===== config.mk =====
export PLATFORM = sky130hd
export DESIGN_NAME = uart_rx_oversampled
export DESIGN_NICKNAME = d
export VERILOG_FILES = /design/src/rtl/uart_rx_oversampled.sv
export SDC_FILE = /design/constraint.sdc
export NUM_CORES = 1
export LEC_CHECK = 0
export ABC_AREA = 1
export CAP_MARGIN = 15
export CORE_MARGIN = 2
export CORE_UTILIZATION = 60
export CTS_CLUSTER_SIZE = 8
export DETAILED_ROUTE_END_ITERATION = 16
export GPL_ROUTABILITY_DRIVEN = 0
export GPL_TIMING_DRIVEN = 1
export PLACE_DENSITY = 0.83
export SLEW_MARGIN = 40
export SYNTH_ARGS = -nofsm -noshare
export SYNTH_HDL_FRONTEND = slang
export SYNTH_SLANG_ARGS = --single-unit
export TNS_END_PERCENT = 20

===== constraint.sdc =====
create_clock -name bounderClock -period 4.6 [get_ports bounderClock]
set_input_delay 0.69 -clock bounderClock [delete_from_list [all_inputs] [get_ports bounderClock]]
set_output_delay 0.69 -clock bounderClock [all_outputs]
set_load 0.01 [all_outputs]

===== src/rtl/uart_rx_oversampled.sv =====
// Oversampling UART receiver: 2-of-3 vote around mid-bit, glitch-rejecting start detect,
// configurable data/parity/stop framing, held-valid/ack output with sticky overrun.
module uart_rx_oversampled #(
  parameter int unsigned DATA_BITS   = 8,
  parameter int unsigned OVERSAMPLE  = 16,
  parameter int unsigned PARITY_MODE = 0,
  parameter int unsigned STOP_BITS   = 1
) (
  input  logic                 bounderClock,
  input  logic                 reset,
  input  logic                 rxbit,
  input  logic                 ack,
  output logic [DATA_BITS-1:0] dataout,
  output logic                 OUT_STATUS_READY,
  output logic                 parity_error,
  output logic                 framing_error,
  output logic                 overrun_error,
  output logic                 busy
);
  localparam int unsigned CNT_W = $clog2(OVERSAMPLE);
  localparam int unsigned IDX_W = $clog2(DATA_BITS + 1);
  localparam int unsigned MID   = OVERSAMPLE / 2;

  localparam logic [2:0] S_IDLE   = 3'd0;
  localparam logic [2:0] S_START  = 3'd1;
  localparam logic [2:0] S_DATA   = 3'd2;
  localparam logic [2:0] S_PARITY = 3'd3;
  localparam logic [2:0] S_STOP   = 3'd4;

  logic                 rx_meta, rx_s, rx_prev, samp_a, samp_b;
  logic [2:0]           state, state_n;
  logic [CNT_W-1:0]     cnt, cnt_n;
  logic [IDX_W-1:0]     idx, idx_n;
  logic [DATA_BITS-1:0] shreg, shreg_n;
  logic                 perr, perr_n, ferr, ferr_n;
  logic [DATA_BITS-1:0] dataout_n;
  logic                 ready_n, parity_error_n, framing_error_n, overrun_n, busy_n;
  logic                 maj, at_dec, at_wrap, commit, par_exp;

  // Line synchronizer and the two early vote samples; idle-high reset avoids a false start
  always_ff @(posedge bounderClock or negedge reset) begin
    if (!reset) begin
      rx_meta <= 1'b1;
      rx_s    <= 1'b1;
      rx_prev <= 1'b1;
      samp_a  <= 1'b1;
      samp_b  <= 1'b1;
    end else begin
      rx_meta <= rxbit;
      rx_s    <= rx_meta;
      rx_prev <= rx_s;
      if (cnt == CNT_W'(MID - 1)) samp_a <= rx_s;
      if (cnt == CNT_W'(MID))     samp_b <= rx_s;
    end
  end

  assign maj     = (samp_a & samp_b) | (samp_a & rx_s) | (samp_b & rx_s);
  assign at_dec  = (cnt == CNT_W'(MID + 1));
  assign at_wrap = (cnt == CNT_W'(OVERSAMPLE - 1));
  assign par_exp = (^shreg) ^ (PARITY_MODE == 2);

  always_ff @(posedge bounderClock or negedge reset) begin
    if (!reset) begin
      state            <= S_IDLE;
      cnt              <= '0;
      idx              <= '0;
      shreg            <= '0;
      perr             <= 1'b0;
      ferr             <= 1'b0;
      dataout          <= '0;
      OUT_STATUS_READY <= 1'b0;
      parity_error     <= 1'b0;
      framing_error    <= 1'b0;
      overrun_error    <= 1'b0;
      busy             <= 1'b0;
    end else begin
      state            <= state_n;
      cnt              <= cnt_n;
      idx              <= idx_n;
      shreg            <= shreg_n;
      perr             <= perr_n;
      ferr             <= ferr_n;
      dataout          <= dataout_n;
      OUT_STATUS_READY <= ready_n;
      parity_error     <= parity_error_n;
      framing_error    <= framing_error_n;
      overrun_error    <= overrun_n;
      busy             <= busy_n;
    end
  end

  always_comb begin
    state_n         = state;
    cnt_n           = at_wrap ? '0 : cnt + CNT_W'(1);
    idx_n           = idx;
    shreg_n         = shreg;
    perr_n          = perr;
    ferr_n          = ferr;
    commit          = 1'b0;
    dataout_n       = dataout;
    ready_n         = OUT_STATUS_READY;
    parity_error_n  = parity_error;
    framing_error_n = framing_error;
    overrun_n       = overrun_error;

    case (state)
      S_IDLE: begin
        cnt_n  = '0;
        idx_n  = '0;
        perr_n = 1'b0;
        ferr_n = 1'b0;
        if (rx_prev && !rx_s) state_n = S_START;
      end
      S_START: begin
        if (at_dec && maj) state_n = S_IDLE;
        else if (at_wrap)  state_n = S_DATA;
      end
      S_DATA: begin
        if (at_dec) shreg_n = {maj, shreg[DATA_BITS-1:1]};
        if (at_wrap) begin
          if (idx == IDX_W'(DATA_BITS - 1)) begin
            state_n = (PARITY_MODE != 0) ? S_PARITY : S_STOP;
            idx_n   = '0;
          end else begin
            idx_n = idx + IDX_W'(1);
          end
        end
      end
      S_PARITY: begin
        if (at_dec && (maj != par_exp)) perr_n = 1'b1;
        if (at_wrap) state_n = S_STOP;
      end
      S_STOP: begin
        if (at_dec) begin
          if (!maj) ferr_n = 1'b1;
          // Commit at mid-bit of the last stop so a back-to-back start edge is not missed
          if (idx == IDX_W'(STOP_BITS - 1)) begin
            commit  = 1'b1;
            state_n = S_IDLE;
          end
        end
        if (at_wrap) idx_n = idx + IDX_W'(1);
      end
      default: state_n = S_IDLE;
    endcase

    if (commit) begin
      if (!OUT_STATUS_READY || ack) begin
        dataout_n       = shreg;
        parity_error_n  = perr;
        framing_error_n = ferr_n;
        ready_n         = 1'b1;
        if (ack) overrun_n = 1'b0;
      end else begin
        overrun_n = 1'b1;
      end
    end else if (ack && OUT_STATUS_READY) begin
      ready_n   = 1'b0;
      overrun_n = 1'b0;
    end

    busy_n = (state_n != S_IDLE);
  end
endmodule

==> results of run 1 <==
-- layout make-up --
class	count	share of cell area [%]
inverters	34	6.06
well taps	44	2.56
multi-input cells	150	35.1
repair buffers	16	7.34
clock buffers	8	3.21
flip-flops and latches	39	45.7
-- sequential cells by signal, summed over array words and instances, names as in the netlist, 3 cells and up --
register / count
state: 3
shreg: 8
idx: 4
dataout: 8
cnt: 4
-- Yosys cell counts, types with 2 or more instances --
cell type / n
inv_1: 31
nand2_1: 68
nand3_1: 8
nor2_4: 2
o21ai_1: 2
o21ai_0: 16
xor2_1: 3
nor2_1: 21
dfrtp_1: 34
dfstp_2: 5
nor3_1: 3
inv_2: 2
ha_1: 5
o21ai_2: 7
a21oi_1: 10
-- layer usage --
layer  track usage [%]  vias up
li1                  -      741
met1              28.1      676
met2              32.9       24
met3              5.84        5
met4              7.62        0
met5                 0        -
-- logic make-up after synthesis --
group,share of synthesized area [%]
fa+ha+maj,3.32
xor+xnor,1.86
flops,52.2
simple gates,23.8
buf+inv,7.78
compound gates,11.0
-- power by group --
group / leakage [uW] / internal (uW) / switching, uW
clock network: 0.0000386 / 90.0 / 106
logic: 0.000509 / 16.2 / 24.2
registers: 0.000508 / 351 / 5.81
-- stage by stage --
step                worst slack, ps  hold slack [ps]  util (%)  total power [uW]  std cells
finish                         2620              288      70.9               593        291
global route                   2570              327      70.9               618        291
CTS                            2620              367      70.8               597        291
detailed placement             2690              348      68.6               404        283
global placement               2720              349      68.6               403        283
floorplan                      3110              345         -               383        225
-- worst max path at each step --
stage,slack (ps),to,depth (start not counted)
after floorplan,3110,framing_error,12
after detailed placement,2690,dataout[0],6
after global placement,2720,dataout[3],6
after global routing,2570,OUT_STATUS_READY,1
final,2620,OUT_STATUS_READY,1
after CTS,2620,OUT_STATUS_READY,1
==> qor.yml, run 1 <==
pin_count: 17
multiInputGateArea_um2: 753
ctsResizeCount: 0
power.density_mw_per_mm2: 276
cts_tree: "done"
syn-num-nets: 234
ys_warn_count: 0
status: "finished, final reports clean"
fin_worst_skew_ps: 11.4
critPathArrivalTime_ps: 1290
fillCellCount: 230
yosys.area.top_type_share_pct: 45.2
critical_path.cell_chain: "clkdlybuf4s50_1"
dr_wl_met2_um: 1510
dpl.hpwl_um: 2320
route.detailed.wl_per_inst_um: 11.0
critPathRequiredTime_ps: 3910
final_antenna_net_count: 0
worstPathMaxFanout: 3
core_area_mm2: 0.00303
drc: 0
drt-met1-wl_um: 1520
die_area_mm2: 0.00360
p_leak_uw: 0.00106
cts_setup_buffers: 0
cts_root_buffer: "clkbuf_4"
grt_pass1_vias: 1283
netlist_instances: 225
highest_layer: "met4"
setup_tns_ps: 0
wl_um: 3190
hold_buffers: 0
crit_slowest_cell: "clkdlybuf4s50_1"
cts_buffers: 5
synth.area.top_cells: "dfrtp_1 45%, nand2_1 14%, dfstp_2 7.0%"
htree_levels: 2
dr.pass1.iters: 4
max_slew_margin_pct: 68.9
clk_pin_slew_worst_paths_ps: 120
grt_max_degree: 40
fin_crit_ps: 1980
worst_r2r_endpoint: "idx[3]"
netlist_area_mm2: 0.00188
grt-ovfl-total: 0
path_buf_inv: 1
ff2ff_setup_slack_ps: 2950
synth_area_per_cell_um2: 8.36
drv_slew: 0
hold_viol: 0
synth_flop_cell: "dfrtp_1"
seqCellArea_um2: 982
maxCapViolations: 0
synth-async-reset-ratio_pct: 100
drt-initial-drc-count: 66
setup_viol: 0
placedInstanceArea_mm2: 0.00208
critPathTopFamily: "buffers and inverters"
cts_buffer_depth: 2
row_count: 20
max_freq_mhz: 505
insertion_delay_ps: 340
vias_per_cell: 4.97
worst-setup-path-type: "register to output port"
r2r-start: "cnt[0]"
cp-end-kind: "output port"
final_area_mm2: 0.00215
route.met3.wl_um: 112
critPathLaunch: "OUT_STATUS_READY"
io_buffer_count: 16
synth_cell_types: 23
tightest_slew_ps: 467
antenna_cells_inserted: 0
start_kind: "register"
synth-edff-count: 0
ys_seq_area_share_pct: 52.2
grtUsageTotal_pct: 21.0
cts_sinks: 39
final_common_cell: "nand2_1"
antenna_found_initial: 0
ir_drop_mv: 0.212
die_y_um: 60.0
synthToLayoutAreaGrowth_pct: 14.1
finish.net_count: 255
synth_area_leader_cell: "dfrtp_1"
ys_ff_latch: 39
mostFrequentLayoutCells: "68 x nand2_1, 34 x dfrtp_1, 31 x inv_1"
vias: 1446
grt_pass1_wl_um: 5520
hold_class: "primary input to async pin"
initial_core_util_pct: 62.1
r2r_cells: 11
die_width_um: 60.0
min_period_over_period_pct: 43.1
rsz0062_at_grt: "no"
max_stage_delay_ps: 560
drive_gt1_share_pct: 11.3
Power figures use the tool's default switching activity.
==> run 2: changes to the inputs <==
CORE_UTILIZATION = 51   (was 60)
PLACE_DENSITY = 0.75   (was 0.83)
clock period = 1.8 ns   (was 4.6 ns; I/O delays follow)
==> run 2 against run 1 <==
  * First-iteration DRC count fell by 1.5%
  * Non-clock buffer count rose by 3
  * Clock skew fell by 4.3 ps
  * Register-to-register slack got worse by 2700 ps
  * Final cell count rose by 2.4%
  * Die area rose by 16%
  * Combinational power rose to 2.8 times the previous value
  * Largest power group unchanged
==> qor.yml, run 2 (same netlist as run 1, synthesis figures left out) <==
status: "finished, final reports clean"
grt-ovfl-total: 0  # unchanged
vias_per_cell: 4.76  # -4.2%
setup_tns_ps: 0  # unchanged
power.density_mw_per_mm2: 741  # +170%
rsz0062_at_grt: "no"
vias: 1419  # -1.9%
drv_slew: 0  # unchanged
max_slew_margin_pct: 70.5  # +1.6 points
p_int_uw: 1260  # +170%
pwr-share-clk_pct: 37.5  # +4.5 points
setup_viol: 0  # unchanged
cts_tree: "done"
r2r_cells: 11  # unchanged
maxCapViolations: 0  # unchanged
synthToLayoutAreaGrowth_pct: 17.4
clk_pin_slew_worst_paths_ps: 80  # -40 ps
antenna_found_initial: 0  # unchanged
start_kind: "register"
critPathLaunch: "cnt[1]"
tightest_slew_ps: 442  # -25.1 ps
drc: 0  # unchanged
route.detailed.wl_per_inst_um: 10.9  # -0.79%
critical_path.cell_chain: "inv_1 > ha_1 > nand3_2 > nor2_1 > inv_1 > nor2_4 > inv_2 > nor2_8 > inv_4 > nand2_1 > o21ai_2"
final_antenna_net_count: 0  # unchanged
hold_start: "rx_meta"
max_stage_delay_ps: 400  # -160 ps
initial_core_util_pct: 52.2  # -10 points
cts_setup_buffers: 0  # unchanged
row_count: 22  # +10%
fillCellCount: 321  # +40%
combPwrFrac_pct: 6.8  # about the same
power_frac_seq_pct: 55.7  # -4.5 points
cts_buffers: 5  # unchanged
largestRegisters: "dataout: 8 flops, shreg: 8 flops"
grt_pass1_wl_um: 5780  # +4.6%
htree_levels: 2  # unchanged
hold_viol: 0  # unchanged
worstPathMaxFanout: 17  # +14
crit_slowest_cell: "dfrtp_1"
wl_um: 3240  # +1.6%
cts_buffer_depth: 2  # unchanged
finish.net_count: 258  # +1.2%
die_area_mm2: 0.00419  # +16%
crit_end: "dataout[1]"
p_sw_uw: 381  # +180%
io_buffer_count: 16  # unchanged
max_freq_mhz: 635
antenna_cells_inserted: 0  # unchanged
pin_count: 17  # unchanged
grt_pass1_vias: 1330  # +3.7%
fin_cells: 298  # +2.4%
dpl.hpwl_um: 2460  # +5.8%
path_common_cell: "inv_1"
final_common_cell: "nand2_1"
worst-setup-path-type: "register to register"
fin_worst_skew_ps: 7.15  # -4.26 ps
dr.pass1.iters: 4  # unchanged
dp.cells: 289  # +2.1%
worst_r2r_endpoint: "dataout[1]"
grtUsageTotal_pct: 18.2  # -2.8 points
core_area_mm2: 0.00361  # +19%
hold_depth: 0
seqCellArea_um2: 982  # unchanged
r2r-start: "cnt[1]"
grt_max_degree: 20  # -50%
cts_root_buffer: "clkbuf_8"
cp-end-kind: "register"
insertion_delay_ps: 290  # -50 ps
p_sw_share_pct: 23.2  # +0.38 points
ir_drop_mv: 0.601  # +180%
critPathArrivalTime_ps: 1750  # +460 ps
min_period_over_period_pct: 87.5
fin_crit_ps: 1570
ff2ff_setup_slack_ps: 230  # -2720 ps
critPathRequiredTime_ps: 1970  # -1940 ps
die_y_um: 64.7  # +7.9%
hold_class: "register to register"
multiInputGateArea_um2: 757  # +0.50%
cts_sinks: 39  # unchanged
drive_gt1_share_pct: 12.8  # +1.5 points
mostFrequentLayoutCells: "68 x nand2_1, 34 x dfrtp_1, 31 x inv_1"
die_width_um: 64.7  # +7.9%
drt-initial-drc-count: 65  # -1.5%
p_leak_uw: 0.00108  # +2.2%
==> run 2: layer usage <==
| metal | up-vias | GRT usage, % | wire, um |
|---|---|---|---|
| li1 | 744 | - | - |
| met1 | 652 | 24.2 | 1550 |
| met2 | 18 | 28.7 | 1530 |
| met3 | 5 | 4.86 | 115 |
| met4 | 0 | 6.38 | 42 |
| met5 | - | 0 | 0 |
==> run 2: timing repair <==
action,in CTS,in global routing
hold endpoints to repair,12,0
hold buffers,1,0
resized for setup,0,1
setup endpoints to repair,0,1
==> run 2: area by class of cell <==
class	instances	share of cell area [%]
Multi-Input combinational cell	150	34.3
Timing Repair Buffer	19	8.16
Clock inverter	2	0.737
Inverter	34	5.89
Tap cell	48	2.72
Clock buffer	6	3.74
Sequential cell	39	44.5
==> run 2: worst max-delay path: cells and delay by family (launching register included) <==
family | cells | cell delay [ps]
flip-flops | 1 | 400
adder cells (fa/ha/maj) | 1 | 160
buffers and inverters | 4 | 340
AND/OR/NAND/NOR | 5 | 520
AO/OA/AOI/OAI | 1 | 50
==> run 2: power by group through the flow <==
stage          clock network, uW  registers [uW]  logic [uW]
2_1_floorplan                  0             933        46.1
3_3_place_gp                   0             929         107
3_5_place_dp                   0             929         109
4_1_cts                      630             912         110
5_1_grt                      662             915         126
6_report                     614             912         111
==> run 2: how the worst min path moves through the flow <==
stage | to | slack [ps]
5_1_grt | rx_s | 370
2_1_floorplan | OUT_STATUS_READY | -30
4_1_cts | rx_s | 370
3_3_place_gp | cnt[2] | 240
3_5_place_dp | cnt[3] | 230
6_report | rx_s | 360
==> run 2: metrics by stage <==
| stage | setup WS (ps) | power, uW | area (um2) | hold slack, ps | utilization [%] |
|---|---|---|---|---|---|
| global route | 41.7 | 1700 | 2210 | 371 | 61.2 |
| CTS | 163 | 1650 | 2200 | 366 | 61.1 |
| global placement | 203 | 1040 | 2100 | 236 | 58.1 |
| detailed placement | 178 | 1040 | 2100 | 234 | 58.1 |
| floorplan | 307 | 979 | 1880 | -25.6 | - |
| finish | 226 | 1640 | 2210 | 362 | 61.2 |
